--- src/rtl/layer1_pkg.sv ---
// Shared constants and state encoding for the layer-1 result writer.
package layer1_pkg;

  localparam int unsigned WORDLENGTH = 16;
  localparam int unsigned FRAC_BITS  = 10;
  localparam int unsigned NUM_CH     = 8;
  localparam int unsigned PIXELS     = 1024;
  localparam int unsigned MEM_W      = 32;

  typedef enum logic [1:0] {
    ST_IDLE  = 2'd0,
    ST_WRITE = 2'd1,
    ST_DONE  = 2'd2
  } wr_state_t;

endpackage

--- src/rtl/layer1_bias_relu_sat.sv ---
// One channel of bias add with saturation to the signed word range and optional ReLU.
module layer1_bias_relu_sat #(
  parameter int unsigned WORDLENGTH = 16,
  parameter bit          RELU_EN    = 1'b1
) (
  input  logic [WORDLENGTH-1:0] ch,
  input  logic [WORDLENGTH-1:0] bias,
  output logic [WORDLENGTH-1:0] res_c
);

  logic [WORDLENGTH:0]   sum;
  logic [WORDLENGTH-1:0] sat;

  always_comb begin
    sum = {ch[WORDLENGTH-1], ch} + {bias[WORDLENGTH-1], bias};
    sat = sum[WORDLENGTH-1:0];
    // Sign bit and the bit below disagree only on overflow; sum[W] is the true sign.
    if (sum[WORDLENGTH] != sum[WORDLENGTH-1]) begin
      sat = sum[WORDLENGTH] ? {1'b1, {(WORDLENGTH-1){1'b0}}}
                            : {1'b0, {(WORDLENGTH-1){1'b1}}};
    end
    res_c = sat;
    if (RELU_EN && sat[WORDLENGTH-1]) begin
      res_c = '0;
    end
  end

endmodule

--- src/rtl/layer1_result_writer.sv ---
// Layer-1 back end: bias/saturate/ReLU eight channels, pack into four 32-bit words
// and stream them to the feature-map SRAM with frame-level pixel and address tracking.
module layer1_result_writer #(
  parameter int unsigned WORDLENGTH = layer1_pkg::WORDLENGTH,
  parameter int unsigned NUM_CH     = layer1_pkg::NUM_CH,
  parameter int unsigned PIXELS     = layer1_pkg::PIXELS,
  parameter int unsigned ADDR_W     = 16,
  parameter bit          RELU_EN    = 1'b1
) (
  input  logic                         clk,
  input  logic                         rst,
  input  logic                         in_valid,
  output logic                         in_ready,
  input  logic [NUM_CH*WORDLENGTH-1:0] in_data,
  input  logic [NUM_CH*WORDLENGTH-1:0] bias,
  input  logic [ADDR_W-1:0]            base_addr,
  output logic                         mem_we,
  input  logic                         mem_ready,
  output logic [ADDR_W-1:0]            mem_addr,
  output logic [31:0]                  mem_wdata,
  output logic                         done
);

  import layer1_pkg::*;

  localparam int unsigned VEC_W = NUM_CH * WORDLENGTH;
  localparam int unsigned PIX_W = (PIXELS > 1) ? $clog2(PIXELS) : 1;

  wr_state_t         state_q;
  wr_state_t         state_d;
  logic [PIX_W-1:0]  pix_idx_q;
  logic [1:0]        k_q;
  logic [VEC_W-1:0]  res_q;
  logic [VEC_W-1:0]  res_c;
  logic [ADDR_W-1:0] base_q;
  logic              last_pix;
  logic              last_word;
  logic              word_acc;
  logic              load;
  logic              latch_base;

  // Channel order is preserved: channel 1 stays in the MSBs of the result bank.
  for (genvar c = 0; c < NUM_CH; c++) begin : g_ch
    layer1_bias_relu_sat #(
      .WORDLENGTH (WORDLENGTH),
      .RELU_EN    (RELU_EN)
    ) u_sat (
      .ch    (in_data[c*WORDLENGTH +: WORDLENGTH]),
      .bias  (bias[c*WORDLENGTH +: WORDLENGTH]),
      .res_c (res_c[c*WORDLENGTH +: WORDLENGTH])
    );
  end

  assign last_pix  = (pix_idx_q == PIX_W'(PIXELS - 1));
  assign last_word = (k_q == 2'd3);

  // State register.
  always_ff @(posedge clk or posedge rst) begin
    if (rst) begin
      state_q <= ST_IDLE;
    end else begin
      state_q <= state_d;
    end
  end

  // Next-state logic.
  always_comb begin
    state_d = state_q;
    case (state_q)
      ST_IDLE: begin
        if (in_valid) state_d = ST_WRITE;
      end
      ST_WRITE: begin
        if (mem_ready && last_word) begin
          if (last_pix)      state_d = ST_DONE;
          else if (in_valid) state_d = ST_WRITE;
          else               state_d = ST_IDLE;
        end
      end
      ST_DONE:  state_d = ST_IDLE;
      default:  state_d = ST_IDLE;
    endcase
  end

  // Outputs and datapath controls; in_ready follows mem_ready so pixels chain without bubbles.
  always_comb begin
    in_ready   = 1'b0;
    mem_we     = 1'b0;
    done       = 1'b0;
    word_acc   = 1'b0;
    mem_wdata  = 32'h0;
    case (state_q)
      ST_IDLE:  in_ready = 1'b1;
      ST_WRITE: begin
        mem_we   = 1'b1;
        word_acc = mem_ready;
        in_ready = last_word && mem_ready && !last_pix;
      end
      ST_DONE:  done = 1'b1;
      default:  ;
    endcase
    if (rst) in_ready = 1'b0;
    load       = in_valid && in_ready;
    latch_base = load && (state_q == ST_IDLE) && (pix_idx_q == '0);
    case (k_q)
      2'd0:    mem_wdata = res_q[VEC_W-1    -: 32];
      2'd1:    mem_wdata = res_q[VEC_W-33   -: 32];
      2'd2:    mem_wdata = res_q[VEC_W-65   -: 32];
      default: mem_wdata = res_q[VEC_W-97   -: 32];
    endcase
    mem_addr = base_q + ADDR_W'({pix_idx_q, k_q});
  end

  // Result bank, word/pixel counters and frame base.
  always_ff @(posedge clk or posedge rst) begin
    if (rst) begin
      res_q     <= '0;
      k_q       <= 2'd0;
      pix_idx_q <= '0;
      base_q    <= '0;
    end else begin
      if (load) begin
        res_q <= res_c;
        k_q   <= 2'd0;
      end else if (word_acc) begin
        k_q <= k_q + 2'd1;
      end
      if (latch_base) base_q <= base_addr;
      if (state_q == ST_DONE) begin
        pix_idx_q <= '0;
      end else if (word_acc && last_word && !last_pix) begin
        pix_idx_q <= pix_idx_q + PIX_W'(1);
      end
    end
  end

endmodule

--- config.mk ---
export PLATFORM = sky130hd
export DESIGN_NAME = layer1_result_writer
export DESIGN_NICKNAME = d
export VERILOG_FILES = /design/src/rtl/layer1_pkg.sv /design/src/rtl/layer1_bias_relu_sat.sv /design/src/rtl/layer1_result_writer.sv
export SDC_FILE = /design/constraint.sdc
export NUM_CORES = 1
export LEC_CHECK = 0
export CAP_MARGIN = 40
export CORE_UTILIZATION = 45
export CTS_CLUSTER_SIZE = 20
export DETAILED_ROUTE_END_ITERATION = 10
export PLACE_DENSITY = 0.71
export SYNTH_ARGS = -nofsm -noshare
export SYNTH_HDL_FRONTEND = slang
export SYNTH_HIERARCHICAL = 1
export SYNTH_SLANG_ARGS = --single-unit
--- constraint.sdc ---
create_clock -name clk -period 6.59 [get_ports clk]
set_input_delay 0.9885 -clock clk [delete_from_list [all_inputs] [get_ports clk]]
set_output_delay 0.9885 -clock clk [all_outputs]
set_load 0.01 [all_outputs]
# Word-level counts from Yosys, hierarchy flattened
# Index checks and enable logic that the tools add are counted.
# Widths: inputs -> output; s select.
# classes
n_addsub	11
n_eq_ne	16
mux	39
reduce_logical	14
# ops
op	n
$mux 16	16
$add 16x16->17	8
$mux 15	8
$pmux 32 s3	1
$mux 10	2
$add 16x12->16	1
$add 10x1->10 const B	1
$eq 10x10->1 const B	1
$logic_not 10->1	1
$mux 2	5
$ne 1x1->1	8
$logic_and 1x1->1	7
$eq 2x2->1 const B	3
$mux 1	5
$eq 2x1->1 const B	2
$logic_not 2->1	2
$ne 2x2->1 const B	2
$pmux 2 s2	1
$reduce_bool 2->1	2
$add 2x1->2 const B	1
$pmux 1 s2	1
$reduce_and 2->1	1
$logic_not 1->1	1
# word_totals
reg_bits	158
in_bits	276
word_cells	85

# Logic depth before layout (Yosys ltp)
# Gate-level depths: netlist (run 1).
# logic_depth
word_depth	8
mapped_depth	10

# By module
# Netlist (run 1), hierarchy kept.
# modules_own_cells
module	n_inst	cells_each	area_per_inst_um2	seq_area_each_um2
layer1_result_writer	1	620	8235.4	3953.8
layer1_bias_relu_sat at g_ch[1].u_sat ...	6	134	1009.7	0.0
layer1_bias_relu_sat at g_ch[0].u_sat	1	115	953.4	0.0
layer1_bias_relu_sat at g_ch[7].u_sat	1	107	887.1	0.0

# Worst setup path after synthesis (run 1)
# Ideal clock, no wire load.
# synth_timing
kind	input to register
startpoint	in bias[0]
endpoint	reg res_q[4]
arrival_ps	3279
required_time_ps	6465
path_slack_ps	3186
cell_stages	10
cell_sequence	ha_1 fa_1 a21o_1 a221o_1 a21oi_2 o21ai_2 a211oi_4 buf_6 a211oi_1 mux2_2
# synth_via
elab_chain_cells	4
word_cells_on_any_way	5
# synth_lines
element	line	text
start: declaration	layer1_result_writer.sv:15	input logic [NUM_CH*WORDLENGTH-1:0] bias,
$add 16x16->17 (*)	layer1_bias_relu_sat.sv:15	sum = {ch[WORDLENGTH-1], ch} + {bias[WORDLENGTH-1], bias};
$mux 16 / $ne 1x1->1 (equally long branches)	layer1_bias_relu_sat.sv:19, layer1_bias_relu_sat.sv:18	
$mux 16 (*)	layer1_bias_relu_sat.sv:18	if (sum[WORDLENGTH] != sum[WORDLENGTH-1]) begin
$mux 15 (*)	layer1_bias_relu_sat.sv:23	if (RELU_EN && sat[WORDLENGTH-1]) begin
net res_c[4]	layer1_result_writer.sv:34	logic [VEC_W-1:0] res_c;
end signal: assignment	layer1_result_writer.sv:123	res_q <= res_c;
end: declaration	layer1_result_writer.sv:33	logic [VEC_W-1:0] res_q;
# Mark *: on every way through the listed nets, which the timed path passes. The rest lies on a longest branch.
# A chain may end at the register's enable or synchronous reset.

# Worst setup path in the final report (run 1)
# layout_timing
startpoint	reg k_q[0]
endpoint	out mem_addr[12]
# layout_via
elab_chain_cells	1
# layout_lines
element	line	text
start: declaration	layer1_result_writer.sv:32	logic [1:0] k_q;
start signal: assignment	layer1_result_writer.sv:126	k_q <= k_q + 2'd1;
$add 16x12->16	layer1_result_writer.sv:111	mem_addr = base_q + ADDR_W'({pix_idx_q, k_q});
end: declaration	layer1_result_writer.sv:19	output logic [ADDR_W-1:0] mem_addr,
# Every way passes these cells.

==> results.sh, run 1 <==
export IMPL_antenna_found_initial=0
export IMPL_fin_area_um2=20200
export IMPL_drtIter0Drc=968
export IMPL_yosysWarnings=6
export IMPL_fill_cells=3056
export IMPL_async_reset_ff_frac=1.00
export IMPL_ff_latch_area_um2=3950
export IMPL_cp_data_required_time_ns=5.60
export IMPL_p_seq_frac=0.290
export IMPL_finalWirelength_mm=44.5
export IMPL_pre_cts_slack_ns=2.33
export IMPL_grt_pass1_vias=13300
export IMPL_first_pass_iters=6
export IMPL_drv_slew=0
export IMPL_overflow=0
export IMPL_switching_share=0.403
export IMPL_cts_root_buf="clkbuf_16"
export IMPL_layout_nets=2369
export IMPL_vias_per_cell=5.68
export IMPL_drc=0
export IMPL_area_growth_pct=25.4
export IMPL_final_layout_size_suffix_gt1_frac=0.166
export IMPL_tns_ns=0
export IMPL_fin_skew_ns=0.0166
export IMPL_initial_core_util=0.463
export IMPL_ys_ff_latch=158
export IMPL_clk_pin_slew_ns=0.07
export IMPL_dieArea_um2=36600
export IMPL_synth_ff_type="dfrtp_1"
export IMPL_dpl_cell_area_um2=19600
export IMPL_syn_area_per_cell_um2=9.80
export IMPL_cts_tree="done"
export IMPL_fin_crit_sh=0.664
export IMPL_crit_path_end_kind="output port"
export IMPL_ios=327
export IMPL_cts_buffers=17
export IMPL_hold_path_class="flip-flop to flip-flop"
export IMPL_syn_nets=2078
export IMPL_multi_input_area_um2=11400
export IMPL_p_sw_uw=2430
export IMPL_hold_viol_final=0
export IMPL_start_kind="flip-flop"
export IMPL_synth_cell_area_um2=16100
export IMPL_std_cell_rows=68
export IMPL_cts_buffer_depth=2
export IMPL_leakage_uw=0.00858
export IMPL_h_tree_depth=4
export IMPL_maxCapViolCount=0
export IMPL_final_core_util=0.580
export IMPL_p_int_uw=3610
export IMPL_critPathArrivalTime_ns=3.39
export IMPL_combPwrFrac=0.539
export IMPL_portBuffers=326
export IMPL_clkLatencyLatePin_ns=0.44
export IMPL_hold_worst_slack_ns=0.511
export IMPL_postSynthCellCount=1646
export IMPL_cellPowerDensity_nw_per_um2=299
export IMPL_ctsHoldBuffers=0
export IMPL_post_cts_setup_buffer_count=0
export IMPL_die_w_um=191
export IMPL_relSlewSlack=0.310
export IMPL_coreArea_um2=34900
export IMPL_cts_sinks=158
export IMPL_path_class="flip-flop to output port"
export IMPL_synth_edf_count=0
export IMPL_diodes=0
export IMPL_fmax_mhz=229
export IMPL_track_usage=0.237
export IMPL_period_needed_ns=4.37
export IMPL_fp_dieH_um=191
export IMPL_grt_pass1_wl_mm=69.2
export IMPL_finalWorstSetupSlack_ns=2.22
export IMPL_post_dp_hpwl_mm=35.2
export IMPL_setup_viol=0
export IMPL_wl_per_cell_um=18.5
export IMPL_antenna_left=0
export IMPL_gp_congestion=0.906
export IMPL_rsz0062_at_grt="no"
export IMPL_grt_max_degree=131
export IMPL_vias=13700
export IMPL_tightestPinTransition_ns=1.04
export IMPL_ctsResizeCount=0
export IMPL_critPathMaxFanout=6
export IMPL_status="finished clean"
export IMPL_clockPowerShare=0.171
export IMPL_synth_seq_area_share=0.245
export IMPL_ir_worst_vdd_uv=209
export IMPL_synth_cell_types=79
[registers in the layout, indices dropped and copies added (netlist names)]
register,cells
base_q,16
k_q,2
pix_idx_q,10
res_q,128
state_q,2
[layer usage]
| layer | up-vias | part of all wire | track usage |
|---|---|---|---|
| met1 | 6482 | 0.46 | 0.326 |
| met4 | 0 | 0.020 | 0.0604 |
| met3 | 48 | 0.053 | 0.0305 |
| met2 | 406 | 0.46 | 0.389 |
| li1 | 6736 | - | - |
| met5 | - | 0 | 0 |
[synthesized netlist by cell type, drive strengths merged, types with 16 or more instances]
library cell / count / area [µm²]
nand3: 27 / 135
xnor2: 65 / 569
nand2: 85 / 319
mux2i: 34 / 340
nor2: 78 / 293
and2: 20 / 125
ha: 147 / 1840
clkbuf: 19 / 71.3
o21a: 22 / 165
and3: 16 / 104
inv: 83 / 312
a21oi: 200 / 1240
a222oi: 32 / 320
a31oi: 16 / 203
o21ai: 79 / 399
xor2: 45 / 533
mux2: 144 / 1990
o211ai: 21 / 158
dfrtp: 158 / 3950
nor3: 17 / 96.4
nand4: 26 / 169
a211oi: 41 / 408
a21o: 53 / 405
buf: 44 / 438
[worst max-delay path, stage by stage (launching register included)]
cell and delay, ns:
dfrtp_1 0.46, ha_1 0.27, fa_1 0.42, a21oi_1 0.33
o2111ai_1 0.40, a2111o_1 0.46, and3_1 0.14, clkdlybuf4s50_1 0.47
[cell usage in the layout (no fill, tap or decap), types with 15 or more instances in the layout]
cell type        instances
a211oi_1                24
a211oi_2                15
a21o_1                  47
a21oi_1                137
a21oi_2                 62
a222oi_1                32
and2_1                  20
clkbuf_16               17
clkdlybuf4s50_1        326
dfrtp_1                158
ha_1                   146
inv_1                   82
mux2_2                  46
mux2_4                  98
mux2i_1                 34
nand2_1                 85
nand3_1                 27
nand4_1                 25
nor2_1                  78
nor2b_1                 15
nor3_1                  16
o211ai_1                21
o21a_1                  22
o21ai_0                 78
xnor2_1                 65
xor2_1                  37
[final timing paths]
kind | startpoint | end | slack [ns] | cells after the start
setup / recovery | k_q[0] | mem_addr[12] | 2.22 | 7
hold / removal | res_q[1] | res_q[1] | 0.51 | 1
setup reg to reg | k_q[1] | res_q[1] | 3.96 | 6
hold reg to reg | res_q[1] | res_q[1] | 0.51 | 1
max in group asynchronous | rst | res_q[126] | 4.17 | 4
min in group asynchronous | rst | pix_idx_q[4] | 0.97 | 2
[cells by family (layout without fill, tap and decap cells)]
kind of cell | after synthesis | count (layout) | synth area share
AOI/OAI and AO/OA | 566 | 566 | 0.264
and+or+nand+nor | 323 | 323 | 0.0997
muxes | 178 | 178 | 0.144
DFF | 158 | 158 | 0.245
adders and majority gates | 156 | 156 | 0.125
buffers and inverters | 147 | 451 | 0.0511
xor gates and xnor gates | 110 | 110 | 0.0683
other | 8 | 8 | 0.00186
[power by group through the flow]
stage | Clock, µW | Combinational, µW | Sequential (µW)
6_report | 1030 | 3260 | 1750
3_3_place_gp | 0 | 3200 | 1740
3_5_place_dp | 0 | 3260 | 1750
5_1_grt | 1100 | 3470 | 1790
2_1_floorplan | 0 | 2160 | 1570
4_1_cts | 1050 | 3270 | 1730
[layout make-up]
cell class                 count  area share
clock inverter                15      0.0103
multi-input combinational   1341       0.562
timing repair buffer         335       0.167
inverter                      84      0.0158
sequential                   158       0.195
tap                          455      0.0281
clock buffer                  17      0.0210
[per-stage QoR]
stage                     instances  total power, µW
final                          2405             6040
after global placement         2370             4940
after detailed placement       2373             5000
after floorplan                1646             3720
after CTS                      2405             6060
after global routing           2405             6350
Power figures use the tool's default switching activity.
==> run 2: changes to the inputs <==
clock period = 4.1 ns   (was 6.59 ns; I/O delays follow)
==> run 2 against run 1 <==
- worst setup slack got worse by 2.0 ns
- sequential cell count stayed put
- utilization increased by 0.11 points
- combinational power is 61% higher
- clock power rose by 53%
- final cell count grew 0.58%
- register-to-register slack got worse by 2.5 ns
==> results.sh, run 2 (synthesis gave the netlist of run 1 again) <==
export IMPL_critPathMaxFanout=6
export IMPL_cts_tree="done"
export IMPL_grt_pass1_vias=13400
export IMPL_min_delay_start="base_q[2]"
export IMPL_period_needed_ns=3.87
export IMPL_start_kind="flip-flop"
export IMPL_rsz0062_at_grt="no"
export IMPL_fin_crit_sh=0.944
export IMPL_status="finished clean"
export IMPL_regMostFlops="res_q"
export IMPL_drv_slew=0
export IMPL_largestRegisters="res_q (128), base_q (16), pix_idx_q (10)"
export IMPL_ios=327
export IMPL_initial_core_util=0.463
export IMPL_fmax_mhz=259
export IMPL_maxUsedRoutingLayer="met4"
export IMPL_tightestPinTransition_ns=0.890
export IMPL_hold_viol_final=0
export IMPL_area_growth_pct=25.6
export IMPL_wl_met2_mm=20.4
export IMPL_ctsHoldBuffers=0
export IMPL_reg2reg_from="k_q[1]"
export IMPL_wl_per_cell_um=18.5
export IMPL_largest_register_ffs=128
export IMPL_first_pass_iters=6
export IMPL_maxCapViolCount=0
export IMPL_drtIter0Drc=1097
export IMPL_vias_per_cell=5.67
export IMPL_track_usage=0.242
export IMPL_reg2reg_depth=7
export IMPL_grt_pass1_wl_mm=70.6
export IMPL_cts_root_buf="clkbuf_16"
export IMPL_leakage_uw=0.00862
export IMPL_hold_path_class="flip-flop to flip-flop"
export IMPL_crit_path_end_kind="output port"
export IMPL_path_class="flip-flop to output port"
export IMPL_clk_pin_slew_ns=0.07
export IMPL_cts_buffer_depth=2
export IMPL_gp_congestion=0.899
export IMPL_wl_met3_mm=2.42
export IMPL_std_cell_rows=68
export IMPL_portBuffers=326
export IMPL_relSlewSlack=0.402
export IMPL_min_to="base_q[2]"
export IMPL_critPathArrivalTime_ns=3.25
export IMPL_cts_buffers=17
export IMPL_final_core_util=0.581
export IMPL_whs_path_depth=1
export IMPL_finalWirelength_mm=44.8
export IMPL_r2r_end="res_q[2]"
export IMPL_layout_common_cells="clkdlybuf4s50_1 (326), dfrtp_1 (158), ha_1 (146)"
export IMPL_fp_dieH_um=191
export IMPL_overflow=0
export IMPL_drc=0
export IMPL_post_dp_hpwl_mm=36.2
export IMPL_layout_nets=2381
export IMPL_post_cts_setup_buffer_count=0
export IMPL_setup_viol=0
export IMPL_tns_ns=0
export IMPL_wl_met1_mm=20.8
export IMPL_coreArea_um2=34900
export IMPL_cts_sinks=158
export IMPL_die_w_um=191
export IMPL_final_layout_size_suffix_gt1_frac=0.171
export IMPL_power_uw=9660
export IMPL_rrSetupSlack_ns=1.50
export IMPL_fin_skew_ns=0.0179
export IMPL_ir_worst_vdd_uv=372
export IMPL_dieArea_um2=36600
export IMPL_final_common_cell="clkdlybuf4s50_1"
export IMPL_cellPowerDensity_nw_per_um2=477
export IMPL_clkLatencyLatePin_ns=0.44
export IMPL_hold_worst_slack_ns=0.513
export IMPL_h_tree_depth=4
export IMPL_grt_max_degree=102
export IMPL_ctsResizeCount=0
export IMPL_cp_data_required_time_ns=3.48
export IMPL_antenna_left=0
export IMPL_vias=13700
export IMPL_antenna_found_initial=2
-- run 2: layer usage --
metal / global-route usage / up-vias
met5: 0 / -
met4: 0.0760 / 0
met3: 0.0330 / 45
met2: 0.388 / 418
met1: 0.335 / 6488
li1: - / 6765
-- run 2: worst max-delay path by stage --
stage / startpoint / endpoint / slack (ns) / cells past startpoint
CTS: k_q[0] / mem_addr[12] / 0.23 / 7
finish: k_q[0] / mem_addr[12] / 0.23 / 7
global route: k_q[0] / mem_addr[12] / 0.02 / 7
global placement: bias[0] / res_q[0] / 0.57 / 11
detailed placement: bias[0] / res_q[2] / 0.51 / 11
floorplan: bias[0] / res_q[4] / 1.07 / 10
-- run 2: final cells by class --
class                      instances  area, µm²
sequential                       158       3950
multi-input combinational       1341      11400
tap                              455        569
inverter                          84        319
timing repair buffer             347       3460
clock buffer                      17        425
clock inverter                    15        170
antenna                            2       5.00
fill                            3063      14600
-- run 2: report_power, final --
part	switching [µW]	leakage (µW)	internal, µW	total (µW)
logic	2500	0.00639	2750	5250
clock network	756	0.000293	822	1580
registers	609	0.00194	2220	2830
total	3860	0.00862	5800	9660
-- run 2: worst max-delay path: stages, from the launching register on --
cell             delay, ns
dfrtp_1               0.46
ha_1                  0.27
fa_1                  0.42
a21oi_1               0.28
o2111ai_1             0.35
a2111o_1              0.44
and3_1                0.14
clkdlybuf4s50_1       0.47
-- run 2: per-stage QoR --
step | cell area, µm² | setup WS, ns | instances
after floorplan | 16100 | 1.07 | 1646
after global placement | 19700 | 0.575 | 2385
after detailed placement | 19700 | 0.509 | 2385
after CTS | 20300 | 0.232 | 2417
after global routing | 20300 | 0.0172 | 2419
final | 20300 | 0.232 | 2419
==> run 3: changes to the inputs <==
CORE_MARGIN = 2   (was unset)
PLACE_DENSITY = 0.74   (was 0.71)
SYNTH_HIERARCHICAL = unset   (was 1)
==> run 3 against run 2 <==
- worst setup slack better by 0.025 ns
- sequential share of layout area is 2.1 points higher
- sequential power fell by 9.2%
- area after synthesis is 19% lower
- wire length shrank 13%
- combinational power decreased by 18%
- count of clock-buffer cells in the layout up 1
- global-route usage grew 1.4 points
- critical path type unchanged
- largest cell class unchanged
==> results.sh, run 3 <==
export IMPL_grt_pass1_vias=12100
export IMPL_h_tree_depth=4
export IMPL_status="finished clean"
export IMPL_rsz0062_at_grt="no"
export IMPL_ir_worst_vdd_uv=312
export IMPL_p_sw_uw=3320
export IMPL_drc=0
export IMPL_synth_seq_area_share=0.288
export IMPL_ctsHoldBuffers=0
export IMPL_clkLatencyLatePin_ns=0.43
export IMPL_yosysMostFrequentCell="nor2_1"
export IMPL_netlist_top_cells_area="dfrtp_1 (29%), ha_1 (14%), xnor2_1 (5.5%)"
export IMPL_gp_congestion=0.913
export IMPL_combPwrFrac=0.512
export IMPL_track_usage=0.256
export IMPL_drv_slew=0
export IMPL_vias_per_cell=5.66
export IMPL_min_to="res_q[91]"
export IMPL_hold_viol_final=0
export IMPL_leakage_uw=0.00760
export IMPL_cts_root_buf="clkbuf_16"
export IMPL_cts_tree="done"
export IMPL_std_cell_rows=62
export IMPL_hold_worst_slack_ns=0.487
export IMPL_setup_viol=0
export IMPL_async_reset_ff_frac=1.00
export IMPL_maxUsedRoutingLayer="met5"
export IMPL_critPathArrivalTime_ns=3.23
export IMPL_coreArea_um2=28600
export IMPL_dp_cells=2214
export IMPL_drtIter0Drc=1001
export IMPL_ys_ff_latch=150
export IMPL_post_cts_setup_buffer_count=0
export IMPL_area_growth_pct=33.1
export IMPL_fmax_mhz=260
export IMPL_clk_pin_slew_ns=0.06
export IMPL_cts_sinks=150
export IMPL_wl_met3_mm=2.89
export IMPL_period_needed_ns=3.84
export IMPL_cp_data_required_time_ns=3.48
export IMPL_layout_nets=2281
export IMPL_cts_buffer_depth=2
export IMPL_synth_edf_count=0
export IMPL_postSynthCellCount=1534
export IMPL_ios=327
export IMPL_fp_dieH_um=174
export IMPL_min_delay_start="res_q[91]"
export IMPL_whs_path_depth=2
export IMPL_antenna_found_initial=3
export IMPL_reg2reg_from="pix_idx_q[0]"
export IMPL_p_seq_frac=0.306
export IMPL_synth_ff_type="dfrtp_1"
export IMPL_vias=12800
export IMPL_fin_crit_sh=0.937
export IMPL_grt_max_degree=79
export IMPL_ys_top_cells_by_count="nor2_1 (183), dfrtp_1 (150), ha_1 (147)"
export IMPL_wl_met2_mm=17.6
export IMPL_clockPowerShare=0.182
export IMPL_pre_cts_slack_ns=0.284
export IMPL_cts_buffers=17
export IMPL_die_w_um=174
export IMPL_wl_per_cell_um=17.3
export IMPL_crit_path_end_kind="output port"
export IMPL_r2r_end="res_q[52]"
export IMPL_post_synth_top_area_cell="dfrtp_1"
export IMPL_fin_cells=2251
export IMPL_overflow=0
export IMPL_syn_area_per_cell_um2=8.49
export IMPL_final_layout_size_suffix_gt1_frac=0.0403
export IMPL_reg2reg_depth=9
export IMPL_p_int_uw=5100
export IMPL_first_pass_iters=8
export IMPL_finalWirelength_mm=38.8
export IMPL_antenna_left=0
export IMPL_fin_skew_ns=0.0127
export IMPL_regMostFlops="res_q"
export IMPL_largest_register_ffs=120
export IMPL_grt_pass1_wl_mm=62.9
export IMPL_dieArea_um2=30300
export IMPL_layout_common_cells="clkdlybuf4s50_1 (322), nor2_1 (183), dfrtp_1 (148)"
export IMPL_maxCapViolCount=0
export IMPL_hold_path_class="flip-flop to flip-flop"
export IMPL_synth_cell_types=76
export IMPL_relSlewSlack=0.388
export IMPL_post_dp_hpwl_mm=31.6
export IMPL_power_uw=8410
export IMPL_synth_cell_area_um2=13000
export IMPL_yosysWarnings=0
export IMPL_tightestPinTransition_ns=0.913
export IMPL_largestRegisters="res_q (120), base_q (16), pix_idx_q (10)"
export IMPL_synth_top_area_frac=0.288
export IMPL_critPathMaxFanout=6
export IMPL_finalWorstSetupSlack_ns=0.257
export IMPL_switching_share=0.394
export IMPL_tns_ns=0
export IMPL_final_common_cell="clkdlybuf4s50_1"
export IMPL_cellPowerDensity_nw_per_um2=485
export IMPL_portBuffers=324
export IMPL_initial_core_util=0.455
export IMPL_start_kind="flip-flop"
export IMPL_rrSetupSlack_ns=0.88
export IMPL_path_class="flip-flop to output port"
export IMPL_wl_met1_mm=17.7
## run 3: cell types whose count changed after synthesis, sizes merged, moves of 14 or more
cell    before  now
mux2       144   15
nor2        78  184
a21oi      200   97
o21ai       79  147
nand2       85  132
buf         44   20
o22ai        9   32
a21o        53   32
a211oi      41   22
xnor2       65   82
xor2        45   28
inv         83   67
and2        20    6
nand4       26   12
## run 3: stage by stage
step / area (µm²) / util
final: 17300 / 0.606
after global routing: 17300 / 0.606
after CTS: 17300 / 0.605
after detailed placement: 16800 / 0.585
after global placement: 16700 / 0.582
after floorplan: 13000 / -
## run 3: how the worst max path moves through the flow
stage / start / endpoint / slack [ns] / cells after the start
floorplan: in_data[0] / res_q[8] / 1.01 / 11
global placement: in_data[0] / res_q[14] / 0.37 / 12
detailed placement: bias[48] / res_q[56] / 0.28 / 11
CTS: k_q[1] / mem_addr[15] / 0.02 / 10
global route: k_q[0] / mem_addr[12] / 0.08 / 12
finish: k_q[1] / mem_addr[13] / 0.26 / 10
## run 3: layout make-up
| type | count | area [µm²] |
|---|---|---|
| multi-input cells | 1268 | 8810 |
| well taps | 384 | 480 |
| clock buffers | 18 | 429 |
| clock inverters | 14 | 143 |
| repair buffers | 345 | 3470 |
| fillers | 2506 | 11300 |
| flip-flops and latches | 150 | 3760 |
| inverters | 67 | 255 |
| diodes | 5 | 12.5 |
## run 3: what timing repair did
item,4_1_cts,5_1_grt
resized for setup,1,6
pin swaps,0,2
setup endpoints to repair,1,3
## run 3: power by group through the flow
stage / combinational (µW) / clock (µW) / sequential (µW)
floorplan: 2560 / 0 / 2370
global route: 4720 / 1630 / 2630
CTS: 4310 / 1550 / 2550
finish: 4310 / 1530 / 2570
global placement: 4170 / 0 / 2560
detailed placement: 4290 / 0 / 2570
## run 3: logic make-up (layout without fill, tap and decap cells)
group,after synthesis,in the layout,share of synthesized area
AO/OA/AOI/OAI,493,493,0.249
adder cells (fa/ha/maj),156,156,0.155
buffers and inverters,117,444,0.0370
XOR/XNOR,110,110,0.0739
AND/OR/NAND/NOR,458,458,0.158
multiplexers,49,49,0.0391
other,1,7,0.000288
flip-flops,150,150,0.288
## run 3: routing by layer
layer	up-vias	track usage
met2	422	0.409
met1	6027	0.355
li1	6263	-
met3	37	0.0595
met5	-	0
met4	2	0.0508
## run 3: critical path, stage by stage, from the launching register on
cell and delay, ns:
dfrtp_2 0.45, ha_1 0.31, a21o_1 0.16, a21oi_1 0.19, nand2b_1 0.13, a21boi_1 0.10
o211ai_1 0.27, a21oi_2 0.13, or4_1 0.41, nand4b_1 0.11, clkdlybuf4s50_1 0.53
